## src/rtl/count_job_scheduler.sv

```systemverilog
// count_job_scheduler
//   Lets NUM_REQ requesters share one CNT_W-bit run counter. A round-robin
//   arbiter hands the counter to one requester at a time. The counter then
//   steps through 0..len for that requester, and a done pulse is returned to it.
//
// Ports
//   clk     in   clock, all state on rising edge
//   rst_n   in   asynchronous active-low reset
//   req     in   [NUM_REQ]        per-requester job request (level)
//   len     in   [NUM_REQ*CNT_W]  job length, slice i = len[i*CNT_W +: CNT_W]
//   abort   in   ends the current job with no done; in IDLE, blocks the grant
//   grant   out  [NUM_REQ]        one-hot owner of the counter (registered)
//   cur_id  out  [clog2(NUM_REQ)] index of the current/last owner (registered)
//   busy    out  high while a job is running (registered)
//   count   out  [CNT_W]          shared counter (registered)
//   done    out  [NUM_REQ]        completion pulse to the owner (combinational)
module count_job_scheduler #(
    parameter int NUM_REQ = 4,
    parameter int CNT_W   = 4
) (
    input  logic                       clk,
    input  logic                       rst_n,
    input  logic [NUM_REQ-1:0]         req,
    input  logic [NUM_REQ*CNT_W-1:0]   len,
    input  logic                       abort,
    output logic [NUM_REQ-1:0]         grant,
    output logic [$clog2(NUM_REQ)-1:0] cur_id,
    output logic                       busy,
    output logic [CNT_W-1:0]           count,
    output logic [NUM_REQ-1:0]         done
);
    localparam int ID_W = $clog2(NUM_REQ);

    typedef enum logic [1:0] {
        IDLE = 2'b00,
        RUN  = 2'b01
    } state_t;

    state_t                         state, state_nxt;
    logic   [ID_W-1:0]              last;
    logic   [CNT_W-1:0]             target;
    logic   [NUM_REQ-1:0][CNT_W-1:0] len_a;
    logic                           pick_vld;
    logic   [ID_W-1:0]              pick_id;
    logic   [ID_W:0]                srch;
    logic                           start;
    logic                           at_tgt;
    logic                           fin;

    assign len_a  = len;
    assign at_tgt = (count == target);
    assign fin    = (state == RUN) && at_tgt && !abort;

    // Round-robin search: start one past the last owner and wrap. The
    // search index is one bit wider so that last+i does not overflow before
    // the wrap.
    always_comb begin
        pick_vld = 1'b0;
        pick_id  = '0;
        srch     = '0;
        for (int i = 1; i <= NUM_REQ; i++) begin
            srch = {1'b0, last} + (ID_W+1)'(i);
            if (srch >= (ID_W+1)'(NUM_REQ))
                srch = srch - (ID_W+1)'(NUM_REQ);
            if (!pick_vld && req[srch[ID_W-1:0]]) begin
                pick_vld = 1'b1;
                pick_id  = srch[ID_W-1:0];
            end
        end
    end

    always_ff @(posedge clk or negedge rst_n) begin
        if (!rst_n) state <= IDLE;
        else        state <= state_nxt;
    end

    always_comb begin
        state_nxt = state;
        start     = 1'b0;
        case (state)
            IDLE: if (pick_vld && !abort) begin
                state_nxt = RUN;
                start     = 1'b1;
            end
            RUN:  if (abort || at_tgt) state_nxt = IDLE;
            default: state_nxt = IDLE;
        endcase
    end

    // The job parameters are latched at grant time. A later change to len
    // only affects the next grant.
    always_ff @(posedge clk or negedge rst_n) begin
        if (!rst_n) begin
            grant  <= '0;
            cur_id <= '0;
            last   <= ID_W'(NUM_REQ-1);
            target <= '0;
            count  <= '0;
            busy   <= 1'b0;
        end else begin
            busy <= (state_nxt == RUN);
            if (start) begin
                grant  <= {{(NUM_REQ-1){1'b0}}, 1'b1} << pick_id;
                cur_id <= pick_id;
                last   <= pick_id;
                target <= len_a[pick_id];
                count  <= '0;
            end else if (state == RUN) begin
                // The count holds on abort or at target, so it never wraps.
                if (state_nxt == IDLE) grant <= '0;
                else                   count <= count + 1'b1;
            end
        end
    end

    for (genvar g = 0; g < NUM_REQ; g++) begin : g_done
        assign done[g] = fin && (cur_id == ID_W'(g));
    end

endmodule

```

## config.mk

```make
export PLATFORM = sky130hd
export DESIGN_NAME = count_job_scheduler
export DESIGN_NICKNAME = d
export VERILOG_FILES = /design/src/rtl/count_job_scheduler.sv
export SDC_FILE = /design/constraint.sdc
export NUM_CORES = 1
export LEC_CHECK = 0
export ABC_CLOCK_PERIOD_IN_PS = 1700
export CAP_MARGIN = 20
export CORE_MARGIN = 5
export CORE_UTILIZATION = 40
export DETAILED_ROUTE_END_ITERATION = 10
export PLACE_DENSITY = 0.75
export SLEW_MARGIN = 20
export SYNTH_ARGS = -nofsm -noshare
export SYNTH_HDL_FRONTEND = slang
export SYNTH_SLANG_ARGS = --single-unit
```

## constraint.sdc

```tcl
create_clock -name clk -period 1.7 [get_ports clk]
set_input_delay 0.17 -clock clk [delete_from_list [all_inputs] [get_ports clk]]
set_output_delay 0.17 -clock clk [all_outputs]
set_load 0.02 [all_outputs]
```

==> results.md <==
- Status: finished, violations left
- Violated checks: negative setup slack
- Initial antenna violation count: 0
- Sequential share of the synthesized area: between 40% and 50%
- Root Driver: clkbuf_4
- GRT Overall Usage: 15.7%
- I/O pins: 38
- Drt first pass iters: 4
- Gate Count Post-Synth: 107
- Initial DRC count: 20
- # Max-Cap Violations: 0
- Setup ws final: -224 ps
- Post-DP HPWL: 2280 um
- Synth area leaders: dfrtp_1 (40%), mux2_4 (5.6%), dfstp_2 (4.9%), o221a_1 (4.2%), nor3_1 (3.3%)
- Fmax: 520 MHz
- Avg WL per Cell: roughly 14 um
- Yosys cell types: 35
- Yosys warning count: 0
- Startpoint types: register
- Vias per Instance: between 5 and 6
- RePlAce Congestion: between 0.7 and 0.8
- Final Hold Viols: 0
- Initial Util: a little over two fifths
- Largest net degree at the start of global routing: 20
- RSZ-0062 raised after global routing: yes
- Post-DP Area: ~1700 sq um
- Rows: 18
- Final setup violation count: 8
- Clock Sinks: 19
- Global-route wire length before repair: about 4400 um
- Hold buffers post-CTS: 0
- H-tree depth: 1
- Avg Inst Size Synth: 10.0 sq um
- Largest vdd supply drop: roughly 0.65 mV
- Crit path DAT: 1750 ps
- Share of Yosys cell area claimed by the top area cell type: 39.7%
- PortBufs: 37
- Net count, final: 195
- Placeable Area: between 2000 and 3000 sq um
- Layout cells sized above 1: 31.8%
- Synthesized area: between 1000 and 1500 sq um
- Crit-path max FO: 4
- CTS tree: yes
- Final Cycle Share: 113%
- Hold/Removal Path Class: input pin to asynchronous set/reset pin
- Layout area overhead: 67.8%
- # diodes: 0
- Tmin final: 1920 ps
- Post-layout power: between 1.5 and 2 mW
- Post-Syn Nets: ~130
- Setup CP Type: register to primary output
- P_leak: about 0.80 nW
- Worst Setup End Kind: primary output
- Vias in the first global route: 1,059
- # DRC: 0
- Req. time, crit path: 1530 ps
- GR Overflow Total: 0
- Clock skew: approximately 13 ps
- PD cells: roughly 940 nW/um^2
- DR vias: between 1,000 and 1,500
- Die ar.: 3820 sq um
- Die height: 61.8 um
- Fin. max-slew vios: 0
- Die X-Extent: ~62 um
- Synth area leader: dfrtp_1
- Number of synthesized register bits: 19
- Post-route cell area: between 1500 and 2000 sq um
- Final wirelength: 2710 um
- Total CTS buffers: 3
- Final ANT Viol Nets: 0
- Skew-Pair Late Insertion Delay: between 300 and 400 ps
- CTS Buffer Depth: 2
- Clk slew on worst S/H paths: 110 ps
==> sequential cells by signal, indices dropped and copies added (netlist names) <==
signal  count
busy        1
cur_id      2
count       4
grant       4
last        2
state       2
target      4
==> per-stage QoR <==
stage | std cells | utilization, % | setup WS [ps] | setup TNS (ps) | hold slack (ps)
detailed placement | 193 | 67.2 | -706 | -7870 | 514
finish | 200 | 71.3 | -224 | -1200 | 183
CTS | 198 | 69.4 | -259 | -1350 | 194
global placement | 193 | 67.2 | -544 | -6420 | 507
global route | 200 | 71.3 | -320 | -1770 | 209
floorplan | 107 | - | -106 | -841 | -126
==> cell families (layout without fill, tap and decap cells) <==
kind of cell             after synthesis  in the layout  share of synthesized area (%)
buffers and inverters                 11             74                           4.55
adder cells (fa/ha/maj)                1              1                           1.17
flip-flops                            19             19                           44.6
AO/OA/AOI/OAI                         26             26                           19.1
multiplexers                           4              4                           5.60
other                                  1              1                          0.350
AND/OR/NAND/NOR                       39             39                           19.7
XOR/XNOR                               6              6                           4.90
==> layout make-up <==
type                    instances  area [sq um]
well taps                      30          37.5
fillers                       196           723
flip-flops and latches         19           478
multi-input cells              77           653
clock buffers                   3          22.5
inverters                       7          26.3
repair buffers                 63           577
clock inverters                 1          5.00
==> metal layers <==
metal	vias up	routed length, um	GRT usage (%)
met2	39	1370	30.3
li1	515	-	-
met1	492	1110	17.5
met4	0	27	4.55
met5	-	0	0
met3	3	207	2.48
==> layout by cell type (no fill, tap or decap), types with 3 or more instances in the layout <==
cell,synthesis,routed
buf_6,1,5
nor3_4,0,4
nor2_1,8,7
xor2_1,4,4
nand3_1,6,5
dfrtp_1,17,17
o21ai_1,5,5
clkbuf_4,0,3
nor3_1,7,3
o31ai_1,4,4
o221a_1,4,4
nand2_1,4,4
o211ai_1,4,4
clkdlybuf4s50_1,0,32
mux2_4,4,4
inv_1,7,7
buf_4,0,25
==> power breakdown <==
| part | internal (mW) | switching, mW |
|---|---|---|
| Combinational | 0.448 | 0.348 |
| Sequential | 0.568 | 0.100 |
| Clock | 0.0879 | 0.138 |
==> cell usage after synthesis <==
library cell  count
nor3b_1           2
nand3_1           6
o221a_1           4
xnor2_1           2
ha_1              1
or2_0             1
nor3_1            7
a21oi_1           2
nor2_1            8
nor2b_1           1
o31ai_1           4
or2b_1            1
inv_1             7
buf_6             1
or4_1             1
xor2_1            4
conb_1            1
nor4_1            2
dfrtp_1          17
o21ai_1           5
nand2_1           4
or2_1             1
dfstp_2           2
nor4_2            1
mux2_4            4
nand2b_2          1
nand2b_1          2
a21o_1            2
a21boi_2          1
a32o_1            2
clkbuf_1          3
o211ai_1          4
a21oi_2           1
a311o_1           1
or3_1             1
==> what timing repair did <==
action                                 4_1_cts  5_1_grt
setup endpoints to repair                   15       15
endpoints found under the hold margin        0        0
cloned                                       0        0
pin swaps                                    1        1
buffers inserted                             1        2
resized for setup                           27        6
==> worst max-delay path, stage by stage (launching register included) <==
cell,delay [ps]
dfrtp_1,400
xor2_1,170
nor4_2,350
nand3_2,110
buf_6,160
nor3_4,110
buf_6,130
==> path summary, 6_finish.rpt <==
kind	endpoint	slack, ps	startpoint	depth (start not counted)
worst min register to register	last[0]	530	last[0]	2
worst max register to register	target[2]	-90	last[0]	5
worst max-delay path	done[0]	-220	target[2]	6
max in group asynchronous	last[0]	1240	rst_n	2
min in group clk	last[0]	530	last[0]	2
worst min-delay path	busy	180	rst_n	2
Power figures use the tool's default switching activity.
